==> src/rtl/pipeline_pkg.sv <==
// Shared types and helpers for the in-order pipeline sequencer: stage indices,
// the default stage payload layout and a saturating counter increment.
package pipeline_pkg;

  localparam int STG_FETCH   = 0;
  localparam int STG_DECODE  = 1;
  localparam int STG_EXECUTE = 2;
  localparam int STG_MEM     = 3;
  localparam int STG_WB      = 4;

  localparam int PERF_CNT_W = 32;

  // pc sits in the low word so a payload's PC is payload[31:0]
  typedef struct packed {
    logic [31:0] ctrl;
    logic [31:0] result;
    logic [31:0] instr;
    logic [31:0] pc;
  } stage_status_t;

  localparam int PAYLOAD_W_DEFAULT = $bits(stage_status_t);

  typedef struct packed {
    logic [PERF_CNT_W-1:0] cycle;
    logic [PERF_CNT_W-1:0] retire;
    logic [PERF_CNT_W-1:0] stall;
    logic [PERF_CNT_W-1:0] flush;
  } perf_counters_t;

  // Increments val, sticking at the all-ones value of a width-bit counter.
  function automatic logic [63:0] sat_inc(input logic [63:0] val, input int unsigned width);
    logic [63:0] max_val;
    max_val = (width >= 64) ? '1 : ((64'd1 << width) - 64'd1);
    return (val >= max_val) ? max_val : val + 64'd1;
  endfunction

endpackage

==> src/rtl/pipe_stage_reg.sv <==
// One inter-stage register: payload plus valid bit, with load enable and a
// bubble input that clears the slot regardless of load.
module pipe_stage_reg #(
  parameter int W = 128
) (
  input  logic         clk,
  input  logic         rst_n,
  input  logic         load,
  input  logic         bubble,
  input  logic         valid_in,
  input  logic [W-1:0] data_in,
  output logic         valid,
  output logic [W-1:0] data
);

  always_ff @(posedge clk) begin
    if (!rst_n || bubble) begin
      valid <= 1'b0;
      data  <= '0;
    end else if (load) begin
      valid <= valid_in;
      data  <= data_in;
    end
  end

endmodule

==> src/rtl/pipeline_sequencer.sv <==
// Pipeline control for the in-order core: PC, inter-stage registers, stall and
// bubble propagation, redirect flush, ebreak halt/drain and perf counters.
module pipeline_sequencer
  import pipeline_pkg::*;
#(
  parameter int              NUM_STAGES     = 5,
  parameter int              PAYLOAD_W      = PAYLOAD_W_DEFAULT,
  parameter int              XLEN           = 32,
  parameter logic [XLEN-1:0] RESET_PC       = '0,
  parameter int              PC_STEP        = 4,
  parameter int              REDIRECT_STAGE = 2,
  parameter int              CNT_W          = 32
) (
  input  logic                                clk,
  input  logic                                rst_n,
  input  logic [(NUM_STAGES-1)*PAYLOAD_W-1:0] stage_out_data,
  input  logic [NUM_STAGES-1:0]               stage_ready,
  input  logic                                redirect,
  input  logic [XLEN-1:0]                     redirect_pc,
  input  logic                                halt_req,
  output logic [XLEN-1:0]                     pc,
  output logic [(NUM_STAGES-1)*PAYLOAD_W-1:0] stage_in_data,
  output logic [NUM_STAGES-2:0]               stage_in_valid,
  output logic                                flush,
  output logic                                halted,
  output logic [CNT_W-1:0]                    cycle_cnt,
  output logic [CNT_W-1:0]                    retire_cnt,
  output logic [CNT_W-1:0]                    stall_cnt,
  output logic [CNT_W-1:0]                    flush_cnt
);

  localparam int NR = NUM_STAGES - 1;

  logic [NUM_STAGES-1:0] adv;
  logic [NR-1:0]         src_valid;
  logic                  pc_adv;
  logic                  halt_take;

  // adv[k]: every stage from k to writeback can complete; adv[0] also covers fetch
  always_comb begin
    adv = '0;
    adv[NUM_STAGES-1] = stage_ready[NUM_STAGES-1];
    for (int k = NUM_STAGES - 2; k >= 0; k--) begin
      adv[k] = adv[k+1] & stage_ready[k];
    end
  end

  assign src_valid = {stage_in_valid[NR-2:0], ~halted};
  assign pc_adv    = adv[0] & ~halted;
  assign flush     = redirect & stage_in_valid[REDIRECT_STAGE-1] & adv[REDIRECT_STAGE+1];
  assign halt_take = halt_req & stage_in_valid[NUM_STAGES-3] & adv[NUM_STAGES-1];

  for (genvar k = 1; k <= NR; k++) begin : g_reg
    localparam bit FLUSHABLE = (k <= REDIRECT_STAGE);
    pipe_stage_reg #(.W(PAYLOAD_W)) u_reg (
      .clk      (clk),
      .rst_n    (rst_n),
      .load     (adv[k]),
      .bubble   (flush & FLUSHABLE),
      .valid_in (src_valid[k-1] & stage_ready[k-1]),
      .data_in  (stage_out_data[(k-1)*PAYLOAD_W +: PAYLOAD_W]),
      .valid    (stage_in_valid[k-1]),
      .data     (stage_in_data[(k-1)*PAYLOAD_W +: PAYLOAD_W])
    );
  end

  // A redirect overrides the halt freeze; halted itself only clears on reset
  always_ff @(posedge clk) begin
    if (!rst_n) begin
      pc     <= RESET_PC;
      halted <= 1'b0;
    end else begin
      if (flush) begin
        pc <= redirect_pc;
      end else if (pc_adv) begin
        pc <= pc + XLEN'(PC_STEP);
      end
      if (halt_take) begin
        halted <= 1'b1;
      end
    end
  end

  always_ff @(posedge clk) begin
    if (!rst_n) begin
      cycle_cnt  <= '0;
      retire_cnt <= '0;
      stall_cnt  <= '0;
      flush_cnt  <= '0;
    end else begin
      cycle_cnt <= CNT_W'(sat_inc(64'(cycle_cnt), CNT_W));
      if (stage_in_valid[NR-1] & stage_ready[NUM_STAGES-1]) begin
        retire_cnt <= CNT_W'(sat_inc(64'(retire_cnt), CNT_W));
      end
      if (~pc_adv & ~halted & ~flush) begin
        stall_cnt <= CNT_W'(sat_inc(64'(stall_cnt), CNT_W));
      end
      if (flush) begin
        flush_cnt <= CNT_W'(sat_inc(64'(flush_cnt), CNT_W));
      end
    end
  end

endmodule

==> config.mk <==
export PLATFORM = sky130hd
export DESIGN_NAME = pipeline_sequencer
export DESIGN_NICKNAME = d
export VERILOG_FILES = /design/src/rtl/pipeline_pkg.sv /design/src/rtl/pipe_stage_reg.sv /design/src/rtl/pipeline_sequencer.sv
export SDC_FILE = /design/constraint.sdc
export NUM_CORES = 1
export LEC_CHECK = 0
export ABC_AREA = 1
export BUFFER_PORTS_ARGS = -buffer_cell sky130_fd_sc_hd__buf_2
export CORE_AREA = 3 3 478 480
export DETAILED_ROUTE_END_ITERATION = 8
export DIE_AREA = 0 0 481 483
export HOLD_SLACK_MARGIN = 0.08
export SYNTH_ARGS = -nofsm -noshare
export SYNTH_HDL_FRONTEND = slang
export SYNTH_SLANG_ARGS = --single-unit
export TNS_END_PERCENT = 30
==> constraint.sdc <==
create_clock -name clk -period 1.95 [get_ports clk]
set_clock_uncertainty 0.05 [all_clocks]
set_input_delay 0.0975 -clock clk [delete_from_list [all_inputs] [get_ports clk]]
set_output_delay 0.0975 -clock clk [all_outputs]
set_load 0.02 [all_outputs]
# Word-level counts from Yosys, hierarchy flattened
# Index checks and enable logic that the tools add are counted.
# word_totals
wordCells,51
ff_bits,677
# classes
mux,6
magnitude_cmp,4
bitwise,19
add_sub_neg,5
reduce_logical,3
# op_table
op,n
32-bit 2-to-1 mux,6
"32-bit by 1-bit adder with 32-bit output, second input constant",4
"32-bit >= comparator, second input constant",4
"32-bit by 3-bit adder with 32-bit output, second input constant",1
1-bit AND,16
1-bit inverter,3
2-bit nonzero test,1
1-bit logical NOT,1
1-bit logical OR,1

# Longest topological paths before layout
# depth
word_depth,8
ltp_mapped,11

# Cells and area by module
# From an unflattened synthesis, not the netlist that was laid out.
# unflattened
cells_unflattened,3876
hier_area_um2,27849.2
# by_module_without_submodules
module,area_per_inst_um2,cells_per_inst,instances
pipe_stage_reg,4485.6,561,4
pipeline_sequencer,9907.0,1632,1

# Worst setup path before layout
# Ideal clock, no wire load.
# synth_timing
path_kind,register to register
from,reg cycle_cnt[0]
to,reg cycle_cnt[26]
setup_time_ns,0.116
stages_incl_launch_ff,11
period_less_slack_ns,1.915
t_arrival_ns,1.750
required_ns,1.784
slack_ns,0.035
cell_sequence,dfxtp_1 -> ha_1 -> nand3_1 -> nor2_2 -> nand2_1 -> nor2_1 -> nand3_1 -> nor2_1 -> nand2_1 -> nor2_1 -> nor2_1
# synth_between
elab_chain_len,2
# synth_lines
element,line_no,rtl
from (decl),pipeline_sequencer.sv:26,"output logic [CNT_W-1:0] cycle_cnt,"
from (signal assigned),pipeline_sequencer.sv:91,"cycle_cnt <= CNT_W'(sat_inc(64'(cycle_cnt), CNT_W));"
32-bit by 1-bit adder with 32-bit output or 32-bit >= comparator (tied branches),pipeline_pkg.sv:34,return (val >= max_val) ? max_val : val + 64'd1;
32-bit 2-to-1 mux (*),pipeline_pkg.sv:34,
# Mark *: on every way between the ends. The rest lies on a longest branch, timed or not.
# A chain may end at the register's enable or synchronous reset.

# Final worst setup path
# layout_timing
from,reg g_reg[2].u_reg.valid
to,reg g_reg[1].u_reg.data[92]
# layout_between
elab_chain_len,3
# layout_lines
element,line_no,rtl
from (decl),pipe_stage_reg.sv:12,"output logic valid,"
from (signal assigned),pipe_stage_reg.sv:21,valid <= valid_in;
1-bit AND (2 in series),pipeline_sequencer.sv:50,assign flush = redirect & stage_in_valid[REDIRECT_STAGE-1] & adv[REDIRECT_STAGE+1];
1-bit logical OR,pipe_stage_reg.sv:17,if (!rst_n || bubble) begin
to (signal assigned),pipe_stage_reg.sv:22,data <= data_in;
to (decl),pipe_stage_reg.sv:13,output logic [W-1:0] data
# No other way between the ends.

==> reports/qor.yml <==
status:
  status: "completed"
critical_path:
  reg2reg_slack_ps: 50
  path_max_fanout: 7
  r2r-end: "g_reg[1].u_reg.data[92]$_SDFFE_PP0P_"
  critPathKind: "flop to flop"
  r2r_start: "g_reg[2].u_reg.valid$_SDFFE_PP0N_"
  worst_setup_path_start_kind: "flop"
  crit_chain: "nand2_2, nor2_4, buf_6, nor2_4, buf_12, buf_12, o21ai_0, dlygate4sd3_1, nor2_1"
  cp.required_ps: 2570
  arrival_ps: 2520
  ff2ff_path_depth: 9
  critPathCaptureType: "flop"
  setup.worst_path.start: "g_reg[2].u_reg.valid$_SDFFE_PP0N_"
  crit_path_end: "g_reg[1].u_reg.data[92]$_SDFFE_PP0P_"
  slowest_delay_ps: 590
  cp_slowest_cell: "dlygate4sd3_1"
floorplan:
  chipWidth_um: 481
  pin_count: 1231
  dieArea_um2: 232300
  rows: 174
  die_y_um: 483
  start_util_pct: 12.31
  core_area_um2: 224700
route:
  wl_per_cell_um: 24.23
  drc: 0
  via_count: 36299
  vias_per_cell: 3.875
  postRouteAntennaNets: 0
  drtIter0Drc: 2632
  drt-total-wl_um: 226900
  dr.pass1.iters: 5
final_layout:
  ff_latch_area_um2: 13560
  layout-drive-gt1-share_pct: 26.52
  area_delta_synth_final_pct: 89.71
  nNetsFinal: 6710
  multi_input_comb_area_um2: 12130
  stdcell_area_um2: 52470
  n_fill_cell: 24871
place:
  io_buffers: 1230
  pre_cts_slack_ps: 71.17
  placed_area_um2: 38560
  dp_hpwl_um: 185300
  gp_congestion: 0.9704
sta:
  fmax_mhz: 525.1
  worst_slack_ps: 45.73
  hold_violations: 0
  fin_crit_sh_pct: 97.65
  rsz0062_at_grt: "yes"
  setup_viol: 0
  finalMaxSlewViolations: 0
  min_period_ps: 1904
  worst_slew_pin_slew_ps: 701.9
  tns_ps: 0
  fin_hold_ws_ps: 154.3
  max_slew_margin_pct: 53.21
clock_network:
  htree_levels: 3
  clock_path_buffers: 3
  cts_tree: "built"
  cts_buffers: 87
  path_clk_slew_ps: 60
  root_buffer: "clkbuf_16"
  insertion_delay_ps: 730
  cts_num_sinks: 677
yosys:
  synth_flop_cell: "dfxtp_1"
  yosys.cell_types.count: 39
  post_synth_main_area_contributors: "dfxtp_1, nor2_1, o21ai_0"
  netlist_area_um2: 27660
  synth_fp_nets: 4391
  synthArstFlopShare_pct: 0
  synth_enable_flop_cells: 0
  yosysTopAreaCell: "dfxtp_1"
  ys_ff_latch: 677
  yosysMostFrequentCell: "nor2_1"
  synth_top_cell_area_share_pct: 49.00
  synth_cells: 3833
  seq_area_frac_synth_pct: 49.00
  synthTopCellsByCount: "nor2_1, dfxtp_1, o21ai_0, nand2_1, inv_1"
  yosys_warnings: 0
  synth_area_per_cell_um2: 7.215
power:
  power_density_nw_per_um2: 742.3
  p_total_mw: 38.95
  leakage_nw: 24.07
  ir_worst_vdd_mv: 0.6543
global_route:
  grt_overflow_total: 0
  grt_pass1_vias: 34760
  antenna_found_initial: 285
  grtUsageTotal_pct: 18.67
  grt_pass1_wl_um: 299200
  grt_start_max_net_pins: 151
run:
  cap_violations: 0
worst_hold_path:
  min_path_type: "input port to flop"
## cells in the final DEF, fill, tap and decap left out, drive strengths merged
cell / netlist / final
buf: 58 / 1433
nor2: 1021 / 1021
dlygate4sd3: 0 / 997
dfxtp: 677 / 677
o21ai: 540 / 540
nand2: 503 / 503
inv: 311 / 319
nand3: 154 / 154
diode: 0 / 151
o21a: 128 / 128
clkbuf: 158 / 124
a21oi: 109 / 109
nand4: 40 / 40
xor2: 32 / 32
xnor2: 23 / 23
nor3: 21 / 21
clkinv: 1 / 21
a31oi: 15 / 15
nand3b: 15 / 15
bufinv: 0 / 11
dlymetal6s4s: 0 / 8
or2: 8 / 8
clkinvlp: 0 / 7
ha: 5 / 5
o211ai: 4 / 4
and2: 3 / 3
a22oi: 2 / 2
and3: 1 / 1
nor4: 1 / 1
a31o: 1 / 1
o21bai: 1 / 1
nor3b: 1 / 1
## what timing repair did
item / 4_1_cts / 5_1_grt
gates cloned: 0 / 7
hold endpoints to repair: 621 / 0
hold buffers: 1015 / 0
resized for setup: 3 / 38
endpoints found under the setup margin: 1 / 116
buffers inserted: 1 / 8
pin swaps: 1 / 9
## worst max-delay path, delay by kind of cell, from the launching register on
| kind | cells | cell delay [ps] |
|---|---|---|
| flip-flops | 1 | 320 |
| AO/OA/AOI/OAI | 1 | 120 |
| AND/OR/NAND/NOR | 4 | 320 |
| buffers and inverters | 4 | 1050 |
## kinds of logic after synthesis
| group | after synthesis | share of synthesized area, % |
|---|---|---|
| AND/OR/NAND/NOR | 1768 | 25.80 |
| AO/OA/AOI/OAI | 800 | 15.78 |
| flip-flops | 677 | 49.00 |
| buffers and inverters | 528 | 7.451 |
| XOR/XNOR | 55 | 1.742 |
| adder cells (fa/ha/maj) | 5 | 0.2262 |
## worst min path at each step
stage                   startpoint                                   end  depth (start not counted)
6_report            stage_ready[4]            flush_cnt[28]$_SDFFE_PN0P_                          7
5_1_grt         stage_out_data[72]  g_reg[1].u_reg.data[72]$_SDFFE_PP0P_                          4
4_1_cts         stage_out_data[63]  g_reg[1].u_reg.data[63]$_SDFFE_PP0P_                          4
3_5_place_dp   stage_out_data[203]  g_reg[2].u_reg.data[75]$_SDFFE_PP0N_                          3
3_3_place_gp   stage_out_data[226]  g_reg[2].u_reg.data[98]$_SDFFE_PP0N_                          3
2_1_floorplan  stage_out_data[384]   g_reg[4].u_reg.data[0]$_SDFFE_PN0P_                          2
## registers in the layout, summed over array words and instances (netlist names)
signal         flops
pc                32
g.u_reg.data     512
cycle_cnt         32
retire_cnt        32
flush_cnt         32
halted             1
stall_cnt         32
g.u_reg.valid      4
## metal layers
metal | GRT usage (%) | share of wire [%] | vias to the layer above
met5 | 0 | 0.33 | -
met4 | 8.097 | 5.0 | 118
met3 | 9.097 | 12 | 541
met2 | 30.65 | 46 | 1728
met1 | 20.28 | 37 | 16791
li1 | - | - | 17121
## stage by stage
stage,utilization (%),cells
6_report,23.35,9368
3_3_place_gp,17.16,8034
5_1_grt,23.28,9307
3_5_place_dp,17.16,8034
2_1_floorplan,-,3833
4_1_cts,23.08,9212
## where the power goes
| group | internal [mW] | switching (mW) | total (mW) |
|---|---|---|---|
| sequential | 14.4 | 0.322 | 14.8 |
| combinational | 2.83 | 3.49 | 6.32 |
| clock | 10.5 | 7.38 | 17.9 |
## area by class of cell
type	count	area share [%]
timing repair buffer	2446	35.00
sequential	677	25.84
multi-input combinational	2628	23.11
tap	2992	7.135
clock buffer	116	4.719
inverter	312	2.256
clock inverter	46	1.216
antenna	151	0.7202
No activity file was read; power rests on OpenSTA's default activity.
